$ cat src/rtl/ibex_pkg.sv
// Shared Ibex constants: base opcodes and compressed quadrant-1 encodings.
// Latency: n/a (constants and types only).
// Backpressure: n/a.
//
// Contents:
//   opcode_e        32-bit major opcodes used by the fetch-side predictor
//   C1_FUNCT3_*     funct3 values of the compressed quadrant-1 jumps/branches
//   br_class_t      one-hot-ish control-transfer class flags
package ibex_pkg;

  typedef enum logic [6:0] {
    OPCODE_OP_IMM = 7'h13,
    OPCODE_BRANCH = 7'h63,
    OPCODE_JALR   = 7'h67,
    OPCODE_JAL    = 7'h6f
  } opcode_e;

  // Compressed quadrant 1 (instr[1:0] == 2'b01)
  localparam logic [1:0] C_OPCODE_Q1    = 2'b01;
  localparam logic [2:0] C1_FUNCT3_JAL  = 3'b001;
  localparam logic [2:0] C1_FUNCT3_J    = 3'b101;
  localparam logic [2:0] C1_FUNCT3_BEQZ = 3'b110;
  localparam logic [2:0] C1_FUNCT3_BNEZ = 3'b111;

  typedef struct packed {
    logic j;   // JAL
    logic b;   // conditional branch (B-type)
    logic cj;  // C.J / C.JAL
    logic cb;  // C.BEQZ / C.BNEZ
  } br_class_t;

endpackage

$ cat src/rtl/ibex_branch_imm_dec.sv
// Classifies an instruction as JAL / B / C.J(AL) / C.B(EQ|NE)Z and selects its offset.
// Latency: purely combinational.
// Backpressure: none.
//
// Ports:
//   instr_i  [31:0]  instruction word (compressed forms use [15:0])
//   cls_o            control-transfer class flags
//   imm_o    [31:0]  sign-extended offset, priority j > b > cj > cb, default B
module ibex_branch_imm_dec
  import ibex_pkg::*;
(
  input  logic [31:0] instr_i,
  output br_class_t   cls_o,
  output logic [31:0] imm_o
);

  logic [31:0] imm_j;
  logic [31:0] imm_b;
  logic [31:0] imm_cj;
  logic [31:0] imm_cb;
  logic        is_q1;

  assign is_q1 = (instr_i[1:0] == C_OPCODE_Q1);

  assign cls_o.j  = (instr_i[6:0] == OPCODE_JAL);
  assign cls_o.b  = (instr_i[6:0] == OPCODE_BRANCH);
  assign cls_o.cj = is_q1 & ((instr_i[15:13] == C1_FUNCT3_J) |
                             (instr_i[15:13] == C1_FUNCT3_JAL));
  assign cls_o.cb = is_q1 & ((instr_i[15:13] == C1_FUNCT3_BEQZ) |
                             (instr_i[15:13] == C1_FUNCT3_BNEZ));

  assign imm_j  = {{12{instr_i[31]}}, instr_i[19:12], instr_i[20], instr_i[30:21], 1'b0};
  assign imm_b  = {{20{instr_i[31]}}, instr_i[7], instr_i[30:25], instr_i[11:8], 1'b0};
  assign imm_cj = {{21{instr_i[12]}}, instr_i[8], instr_i[10:9], instr_i[6], instr_i[7],
                   instr_i[2], instr_i[11], instr_i[5:3], 1'b0};
  assign imm_cb = {{24{instr_i[12]}}, instr_i[6:5], instr_i[2], instr_i[11:10],
                   instr_i[4:3], 1'b0};

  always_comb begin
    imm_o = imm_b;
    if (cls_o.j) begin
      imm_o = imm_j;
    end else if (cls_o.b) begin
      imm_o = imm_b;
    end else if (cls_o.cj) begin
      imm_o = imm_cj;
    end else if (cls_o.cb) begin
      imm_o = imm_cb;
    end
  end

endmodule

$ cat src/rtl/ibex_branch_predict_bht.sv
// Same-cycle taken/target predictor: per-PC saturating counters with static BTFN fallback.
// Latency: prediction is combinational; updates/flush take effect after the next clock edge.
// Backpressure: none; every update_valid_i pulse is absorbed unless reset or flush wins.
//
// Ports:
//   clk_i, rst_i                 clock, synchronous active-high reset
//   fetch_rdata_i/pc_i/valid_i   instruction being fetched
//   predict_branch_taken_o/pc_o  predicted direction and target
//   update_valid_i/pc_i/taken_i  resolved conditional branch from execute
//   flush_i                      invalidate the whole table
module ibex_branch_predict_bht
  import ibex_pkg::*;
#(
  parameter int unsigned NumEntries = 64,
  parameter int unsigned CtrWidth   = 2,
  parameter bit          BhtEnable  = 1'b1
) (
  input  logic        clk_i,
  input  logic        rst_i,
  input  logic [31:0] fetch_rdata_i,
  input  logic [31:0] fetch_pc_i,
  input  logic        fetch_valid_i,
  output logic        predict_branch_taken_o,
  output logic [31:0] predict_branch_pc_o,
  input  logic        update_valid_i,
  input  logic [31:0] update_pc_i,
  input  logic        update_taken_i,
  input  logic        flush_i
);

  localparam int unsigned IdxW = $clog2(NumEntries);

  br_class_t   cls;
  logic [31:0] imm;
  logic        entry_vld;
  logic        entry_msb;
  logic        cond_taken;

  ibex_branch_imm_dec u_imm_dec (
    .instr_i (fetch_rdata_i),
    .cls_o   (cls),
    .imm_o   (imm)
  );

  assign predict_branch_pc_o = fetch_pc_i + imm;

  // A valid entry overrides the static guess; otherwise backward (negative offset) is taken.
  assign cond_taken = entry_vld ? entry_msb : imm[31];

  assign predict_branch_taken_o = fetch_valid_i &
                                  (cls.j | cls.cj | ((cls.b | cls.cb) & cond_taken));

  if (BhtEnable) begin : g_bht
    localparam logic [CtrWidth-1:0] CtrWeakT  = CtrWidth'(1) << (CtrWidth - 1);
    localparam logic [CtrWidth-1:0] CtrWeakNt = CtrWeakT - CtrWidth'(1);
    localparam logic [CtrWidth-1:0] CtrMax    = {CtrWidth{1'b1}};

    logic [NumEntries-1:0] valid_q;
    logic [CtrWidth-1:0]   ctr_q [NumEntries];
    logic [IdxW-1:0]       rd_idx;
    logic [IdxW-1:0]       wr_idx;
    logic [CtrWidth-1:0]   ctr_old;
    logic [CtrWidth-1:0]   ctr_d;
    logic                  unused_upd_pc;

    // Halfword-granular index, no tag: aliasing between PCs is accepted.
    assign rd_idx  = fetch_pc_i[IdxW:1];
    assign wr_idx  = update_pc_i[IdxW:1];
    assign ctr_old = ctr_q[wr_idx];

    always_comb begin
      ctr_d = ctr_old;
      if (!valid_q[wr_idx]) begin
        // First sighting starts just on the observed side of the threshold.
        ctr_d = update_taken_i ? CtrWeakT : CtrWeakNt;
      end else if (update_taken_i) begin
        ctr_d = (ctr_old == CtrMax) ? ctr_old : ctr_old + CtrWidth'(1);
      end else begin
        ctr_d = (ctr_old == '0) ? ctr_old : ctr_old - CtrWidth'(1);
      end
    end

    always_ff @(posedge clk_i) begin
      if (rst_i) begin
        for (int unsigned i = 0; i < NumEntries; i++) begin
          valid_q[i] <= 1'b0;
          ctr_q[i]   <= CtrWeakNt;
        end
      end else if (flush_i) begin
        // Counters are left stale; an invalid entry is re-seeded on its next update.
        valid_q <= '0;
      end else if (update_valid_i) begin
        valid_q[wr_idx] <= 1'b1;
        ctr_q[wr_idx]   <= ctr_d;
      end
    end

    assign entry_vld = valid_q[rd_idx];
    assign entry_msb = ctr_q[rd_idx][CtrWidth-1];

    assign unused_upd_pc = ^{update_pc_i[31:IdxW+1], update_pc_i[0]};
  end else begin : g_static
    logic unused_inputs;

    assign entry_vld     = 1'b0;
    assign entry_msb     = 1'b0;
    assign unused_inputs = ^{clk_i, rst_i, update_valid_i, update_pc_i, update_taken_i, flush_i};
  end

endmodule

$ cat config.mk
export PLATFORM = sky130hd
export DESIGN_NAME = ibex_branch_predict_bht
export DESIGN_NICKNAME = d
export VERILOG_FILES = /design/src/rtl/ibex_pkg.sv /design/src/rtl/ibex_branch_imm_dec.sv /design/src/rtl/ibex_branch_predict_bht.sv
export SDC_FILE = /design/constraint.sdc
export NUM_CORES = 1
export LEC_CHECK = 0
export ABC_AREA = 1
export CAP_MARGIN = 20
export CORE_ASPECT_RATIO = 2
export CORE_UTILIZATION = 55
export CTS_BUF_LIST = sky130_fd_sc_hd__clkbuf_8 sky130_fd_sc_hd__clkbuf_16
export DETAILED_ROUTE_END_ITERATION = 8
export GPL_ROUTABILITY_DRIVEN = 0
export PLACE_DENSITY = 0.78
export SYNTH_ARGS = -nofsm -noshare
export SYNTH_HDL_FRONTEND = slang
export SYNTH_SLANG_ARGS = --single-unit
$ cat constraint.sdc
create_clock -name clk_i -period 6.5 [get_ports clk_i]
set_input_delay 1.3 -clock clk_i [delete_from_list [all_inputs] [get_ports clk_i]]
set_output_delay 1.3 -clock clk_i [all_outputs]
set_load 0.02 [all_outputs]
Word level (Yosys, flattened, before mapping). Memories as Yosys holds them, arrays and structs flattened. Index checks and enable logic that the tools add are counted.

Memories kept: 1. Memory bits (writable): 128. Register bits after elaboration: 64. Input port bits: 102. Output and inout port bits: 33.

$add $sub $neg: 3. Bitwise logic cells: 10. Mux-type cells: 25. Reduce and logical (&&, ||, !) cells: 4. Eq/ne operators: 8. $lt $le $gt $ge: 3.

Memories: g_bht.ctr_q (depth 64, width 2, rd ports 2, clocked after Yosys merged registers in 0, write ports 64, RTL line ibex_branch_predict_bht.sv:59) `logic [CtrWidth-1:0] ctr_q [NumEntries];`.

Operator list (number): two-way mux 32 bit (4); bitwise OR 64 bit (1); adder 32 bit (1); == test 7 bit (second input constant) (2); less-than comparator 6 x 7 -> 1 bit (second input constant) (2); binary-select mux 1 bit (select 6 bit) (2); two-way mux 2 bit (6); two-way mux 1 bit (11); == test 3 bit (second input constant) (3); demux 1 bit (select 6 bit) (1); greater-or-equal comparator 6 x 1 -> 1 bit (second input constant) (1); two-way mux 6 bit (1); bitwise OR 1 bit (5); AND 1 bit (4); OR reduction 2 bit (2); == test 3 x 1 -> 1 bit (second input constant) (1); adder 2 x 1 -> 2 bit (second input constant) (1); == test 2 x 1 -> 1 bit (second input constant) (1); == test 2 bit (second input constant) (1); zero test 2 bit (1); subtractor 2 x 1 -> 2 bit (second input constant) (1); logical AND 1 bit (1).

Logic depth before layout (Yosys ltp). Gate-level depths: netlist of the first run.

Depth after elaboration: 11. Mapped depth: 22.

Hierarchy. From an unflattened synthesis of the first run, not the netlist that was laid out.

Cells, all modules: 1868. Area, all modules: 12668.4 sq um.

By module, submodules not included: ibex_branch_predict_bht (area an instance 12100.4 sq um, instances 1, cells an instance 1768); ibex_branch_imm_dec (area an instance 568.0 sq um, instances 1, cells an instance 100).

Worst setup path after synthesis of the first run. Ideal clock, no wire load.

Path kind: in2out. Start: input port fetch_rdata_i[1]. End: output port predict_branch_pc_o[23]. Arrival time: 4.792 ns. Buffers on the path: 1. Path slack: 0.408 ns. Stages on the path: 20. Path through: or2_2 -> inv_1 -> nand3_1 -> inv_1 -> nor2_1 -> inv_1 -> clkbuf_1 -> o21ai_0 -> o21ai_0 -> ha_1 -> inv_1 -> fa_1 -> o21ai_0 -> a21boi_0 -> o21ai_0 -> nand3_1 -> nand3_1 -> nand2_1 -> nand2_1 -> xor2_1.

Cells in the longest elaborated chain, start to end: 7. Elaborated cells on any way between the ends: 10.

RTL lines: start: declaration (RTL line ibex_branch_predict_bht.sv:20) `input logic [31:0] fetch_rdata_i,`; == test 2 x 1 -> 1 bit (RTL line ibex_branch_imm_dec.sv:23) `assign is_q1 = (instr_i[1:0] == C_OPCODE_Q1);`; AND 1 bit (RTL line ibex_branch_imm_dec.sv:29) `assign cls_o.cb = is_q1 & ((instr_i[15:13] == C1_FUNCT3_BEQZ) |`; two-way mux 32 bit (RTL line ibex_branch_imm_dec.sv:47) `end else if (cls_o.cb) begin`; two-way mux 32 bit (RTL line ibex_branch_imm_dec.sv:45) `end else if (cls_o.cj) begin`; two-way mux 32 bit (RTL line ibex_branch_imm_dec.sv:43) `end else if (cls_o.b) begin`; two-way mux 32 bit (*) (RTL line ibex_branch_imm_dec.sv:41) `if (cls_o.j) begin`; adder 32 bit (*) (RTL line ibex_branch_predict_bht.sv:45) `assign predict_branch_pc_o = fetch_pc_i + imm;`; end: declaration (RTL line ibex_branch_predict_bht.sv:24) `output logic [31:0] predict_branch_pc_o,`.

Mark *: on every way between the ends. The rest lies on a longest branch, timed or not.

Worst setup path after layout of the first run.
Start: input port fetch_rdata_i[0]. End: output port predict_branch_pc_o[15].

The elaborated chain is that of the path after synthesis.

==> flow_summary.ini, run 1 <==
[worst_setup_path]
start_kind = input pin
path_buf_inv = 9
crit_path_start = fetch_rdata_i[0]
r2r_cells = 11
cpMostUsedCell = buf_4
critical_path.cell_chain = clkdlybuf4s50_1, inv_1, or2_2, nor2_1, nor2_1, inv_1, o21ai_0, o21ai_0, buf_4, ha_1, inv_1, fa_1, o21ai_1, buf_4, a21boi_0, o21ai_1, buf_4, nand2_1, nand2_1, buf_4, xor2_1, clkdlybuf4s15_1
critPathMaxStageDelay_ns = 0.47
reg2reg_to = g_bht.ctr_q[38][0]$_SDFFCE_PN1P_
cp_top_family = buffers and inverters
crit_fanout = 4
required_ns = 5.20
end_kind = primary output
r2r_slack_ns = 3.82
r2r-start = g_bht.ctr_q[7][1]$_SDFFCE_PN0P_
arrival_ns = 4.96
critPathSlowestCell = clkdlybuf4s50_1
path_class = in2out

[route]
firstDrtPassIters = 6
via_per_inst = 5.96
drcViolationCount = 0
vias = 13300
wl_mm = 43.7
wl_per_cell_um = 19.6
drtIter0Drc = 1533
ant_nets = 0

[final_layout]
synthToLayoutAreaGrowth_pct = 19.9
multi_input_area_mm2 = 0.00617
fin_util = 0.669
final_cells = 2227
register_area_mm2 = 0.00512
drive_gt1_frac = 0.0841
n_antenna_cell = 0
nets = 2071
fill_cells = 1956

[worst_hold_path]
hp-start = g_bht.valid_q[40]$_SDFFE_PP0P_
whs_endpoint = g_bht.valid_q[40]$_SDFFE_PP0P_
whs_path_depth = 2
worstHoldPathType = reg2reg

[global_route]
grt_first_pass_wirelength_mm = 66.1
grt_pass1_vias = 13100
antenna_found_initial = 0
grt.total_usage = 0.392
grt-ovfl-total = 0
grt_max_degree = 68

[logic_synthesis]
ys_seq_elements = 192
syn_area_mm2 = 0.0123
yosys.cell_count.top_type = nand2_1
synthFlopType = edfxtp_1
ys_types = 36
synthCells = 1794
synth_top_area_cell = edfxtp_1
synth-seq-area-share = 0.416
synth_edf_count = 128
synth_top_area_frac = 0.312
synth-async-reset-ratio = 0
synth_commonest_cells = 640 x nand2_1, 178 x inv_1, 171 x nor2_1
ys_warn_count = 0
syn_area_per_cell_um2 = 6.87
synthTopCellsByArea = edfxtp_1 31%, nand2_1 19%, dfxtp_1 10%
syn_nets = 1927

[floorplanning]
core_mm2 = 0.0221
rows = 77
dieArea_mm2 = 0.0230
die_w_um = 108
chipHeight_um = 214
ioPinCount = 135
start_util = 0.558

[place]
dp_hpwl_mm = 29.4
dp_cells = 2195
io_buffers = 106

[sta]
slew_headroom = 0.343
period_share = 0.962
fin_skew_ns = 0.00683
setup_viol = 0
finalHoldViolCount = 0
rsz0062_at_grt = no
fin_crit_ns = 6.26
slew_violations = 0
worst_pin_slew_ns = 0.984
tns_ns = 0
max_freq_mhz = 160

[clock_tree]
cts_made_buffers = 17
post-cts-setup-buffers = 0
htreeDepth = 4
cts_tree = yes
cts.sinks = 192
root_buffer = clkbuf_16
clkTransAtPathRegs_ns = 0.07
clkLatencyLatePin_ns = 0.46
cts_buffer_depth = 2

[power]
p_per_area_mw_per_mm2 = 224
p_leak_nw = 6.35
irDropWorstVdd_uv = 250

[job]
maxCapViolations = 0

[status]
status = completed
## worst max path at each step
stage / depth (start not counted) / slack [ns] / to
floorplan: 20 / 0.41 / predict_branch_pc_o[23]
global placement: 24 / -0.08 / predict_branch_pc_o[31]
detailed placement: 24 / -0.21 / predict_branch_pc_o[23]
CTS: 24 / 0.005 / predict_branch_pc_o[16]
global route: 23 / 0.0004 / predict_branch_pc_o[27]
finish: 22 / 0.24 / predict_branch_pc_o[15]
## final cells by class
type / count / share of cell area
multi-input cells: 1333 / 0.418
flip-flops and latches: 192 / 0.347
repair buffers: 209 / 0.123
inverters: 185 / 0.0470
clock buffers: 19 / 0.0307
well taps: 276 / 0.0234
clock inverters: 13 / 0.0109
## per-layer routing
metal / GRT usage / routed length [um]
met3: 0.0991 / 4790
met2: 0.675 / 21600
met4: 0.368 / 4410
met1: 0.375 / 13000
met5: 0 / 0
## registers in the layout (all words and copies together) (netlist names)
name           count
g_bht.ctr_q      128
g_bht.valid_q     64
## power breakdown
| group | internal, mW | switching, mW |
|---|---|---|
| combinational | 0.332 | 0.551 |
| sequential | 1.32 | 0.0101 |
| clock | 0.625 | 0.466 |
## cells by family (layout without fill, tap and decap cells)
logic type	Yosys count	in the layout	share of synthesized area
AND/OR/NAND/NOR	1006	1006	0.329
buffers and inverters	269	426	0.0870
AO/OA/AOI/OAI	266	266	0.115
flip-flops	192	192	0.416
adder cells (fa/ha/maj)	31	31	0.0321
XOR/XNOR	30	30	0.0213
## through the flow
stage          hold slack (ns)  cell area, um^2  setup slack (ns)  power [mW]
2_1_floorplan            0.441            12300             0.408        1.83
3_5_place_dp             0.456            14100            -0.213        2.23
5_1_grt                  0.487            14800          0.000446        3.41
4_1_cts                  0.469            14700           0.00479        3.29
3_3_place_gp             0.450            14100           -0.0835        2.22
6_report                 0.471            14800             0.244        3.30
## worst reg2reg max path, delay by kind of cell (launching register included)
family / cells / cell delay, ns
buffers and inverters: 1 / 0.40
and+or+nand+nor: 7 / 0.69
AOI/OAI and AO/OA: 3 / 0.93
DFF: 1 / 0.41
## cells in the final DEF (no fill, tap or decap), types with 6 or more instances in the layout
cell,netlist,routed
inv_2,5,6
xnor2_1,11,11
a21oi_1,130,129
nor3_1,22,21
dfxtp_1,64,64
nand3_1,150,148
inv_1,178,178
nand2_1,640,640
nand4_1,15,15
ha_1,30,30
edfxtp_1,128,128
buf_4,7,103
clkbuf_2,0,6
clkbuf_16,0,17
nor2_1,171,169
clkdlybuf4s50_1,0,81
o211ai_1,8,8
dlymetal6s2s_1,0,12
xor2_1,19,19
o21ai_0,106,103
## repair_timing
action,in CTS,in global routing
endpoints found under the setup margin,13,22
endpoints found under the hold margin,0,0
gates resized for setup,13,34
hold buffers,0,0
(Power assumes the default switching activity.)
==> run 2: changes to the inputs <==
MAX_ROUTING_LAYER = met4   (was not set)
REMOVE_ABC_BUFFERS = 1   (was not set)
==> run 2 against run 1 <==
- worst hold slack got worse by 0.0053 ns
- worst setup slack got worse by 0.24 ns
- clock skew rose by 0.0030 ns
- global-route usage is 2.2 points higher
- non-clock buffer count shrank 6
- final cell count fell by 0.27%
- highest routed layer unchanged
- maximum frequency is 3.7% lower
- via count up 1.3%
==> flow_summary.ini, run 2 (same netlist as run 1, synthesis figures left out) <==
[sta]
hold-worst-slack_ns = 0.466
finalHoldViolCount = 0
fin_skew_ns = 0.00984
slew_headroom = 0.271
slew_violations = 0
period_share = 1.00
tns_ns = 0
setup_viol = 0
fin_crit_ns = 6.50
max_freq_mhz = 154
rsz0062_at_grt = no
worst_pin_slew_ns = 1.08
fin_ws_ns = 0.00313

[final_layout]
final_common_cell = nand2_1
reg.largest.list = g_bht.ctr_q x128, g_bht.valid_q x64
drive_gt1_frac = 0.0807
top_register = g_bht.ctr_q
largest_reg_flops = 128
fill_cells = 1886
nets = 2065
synthToLayoutAreaGrowth_pct = 19.9
n_antenna_cell = 0
layout_common_cells = 639 x nand2_1, 178 x inv_1, 170 x nor2_1, 148 x nand3_1, 129 x a21oi_1

[place]
io_buffers = 106
dp_hpwl_mm = 30.7
post-place-ws_ns = -0.193

[worst_setup_path]
crit_fanout = 16
cp_top_family = buffers and inverters
critPathSlowestCell = clkdlybuf4s50_1
critical_path.cell_chain = clkdlybuf4s50_1, inv_1, nand3_1, nand3_1, nand3_1, nand3_1, nand2_1, inv_1, nand2_1, nand3_1, a21oi_1, clkdlybuf4s50_1
r2r_slack_ns = 3.37
start_kind = input pin
path_buf_inv = 4
critPathMaxStageDelay_ns = 0.91
cpMostUsedCell = nand3_1
worst-path-stages = 12
arrival_ns = 5.20
required_ns = 5.20
path_class = in2out
r2r_cells = 11
end_kind = primary output

[job]
maxCapViolations = 0

[floorplanning]
core_mm2 = 0.0221
start_util = 0.558
ioPinCount = 135
chipHeight_um = 214
rows = 77
dieArea_mm2 = 0.0230
die_w_um = 108

[global_route]
grt_max_degree = 65
grt_pass1_vias = 12900
antenna_found_initial = 0
grt.total_usage = 0.415
grt_first_pass_wirelength_mm = 67.5
grt-ovfl-total = 0

[clock_tree]
cts_tree = yes
post-cts-setup-buffers = 0
cts_made_buffers = 17
cts.sinks = 192
root_buffer = clkbuf_16
clkTransAtPathRegs_ns = 0.07
ctsHoldBuffers = 0
htreeDepth = 4
cts_buffer_depth = 2
clkLatencyLatePin_ns = 0.46

[worst_hold_path]
whs_path_depth = 2
worstHoldPathType = reg2reg

[power]
p_leak_nw = 6.35
irDropWorstVdd_uv = 221
p_per_area_mw_per_mm2 = 225

[route]
via_per_inst = 6.05
drcViolationCount = 0
top_layer = met4
wl_mm = 45.7
wl_met2_mm = 21.8
drtIter0Drc = 1673
ant_nets = 0
wl_per_cell_um = 20.6
vias = 13400
wl_met3_mm = 5.76
firstDrtPassIters = 8
wl_met1_mm = 13.4

[status]
status = completed
## run 2: cell count changes in the layout (fill, tap and decap cells not counted), sizes merged, moves of 2 or more
cell	delta
clkdlybuf4s15	-2
buf	-6
clkinv	-2
dlymetal6s2s	+2
clkdlybuf4s50	+2
## run 2: final timing paths
kind,startpoint,end
worst min-delay path,g_bht.valid_q[53]$_SDFFE_PP0P_,g_bht.valid_q[53]$_SDFFE_PP0P_
worst min register to register,g_bht.valid_q[53]$_SDFFE_PP0P_,g_bht.valid_q[53]$_SDFFE_PP0P_
worst max-delay path,fetch_pc_i[3],predict_branch_taken_o
worst max register to register,g_bht.ctr_q[23][1]$_SDFFCE_PN0P_,g_bht.ctr_q[6][1]$_SDFFCE_PN0P_
## run 2: tightest hold or removal path: cells and delay by family, from the launching register on
family | cells | cell delay, ns
DFF | 1 | 0.32
and+or+nand+nor | 2 | 0.10
## run 2: report_power, final
group | internal (mW) | switching (mW)
logic | 0.336 | 0.565
clock network | 0.620 | 0.476
registers | 1.32 | 0.0110
## run 2: final cells by class
class / count / area [um^2] / area share
Multi-Input combinational cell: 1333 / 6170 / 0.418
Timing Repair Buffer: 203 / 1820 / 0.123
Inverter: 185 / 694 / 0.0470
Clock inverter: 10 / 123 / 0.00830
Sequential cell: 192 / 5120 / 0.347
Tap cell: 276 / 345 / 0.0234
Clock buffer: 22 / 494 / 0.0335
## run 2: metal layers
metal / vias to the layer above / track usage
met5: - / -
met4: 0 / 0.368
met1: 6014 / 0.393
li1: 6089 / -
met3: 355 / 0.121
met2: 981 / 0.674
## run 2: stage by stage
| stage | instances | utilization | power (mW) | area (um^2) |
|---|---|---|---|---|
| global placement | 2188 | 0.639 | 2.22 | 14100 |
| finish | 2221 | 0.670 | 3.32 | 14800 |
| global route | 2221 | 0.670 | 3.42 | 14800 |
| floorplan | 1710 | - | 1.79 | 11900 |
| detailed placement | 2188 | 0.639 | 2.23 | 14100 |
| CTS | 2220 | 0.666 | 3.29 | 14700 |
## run 2: repair_timing
item                                    4_1_cts  5_1_grt
endpoints found under the setup margin        7       21
cloned                                        0        0
resized for setup                             8       29
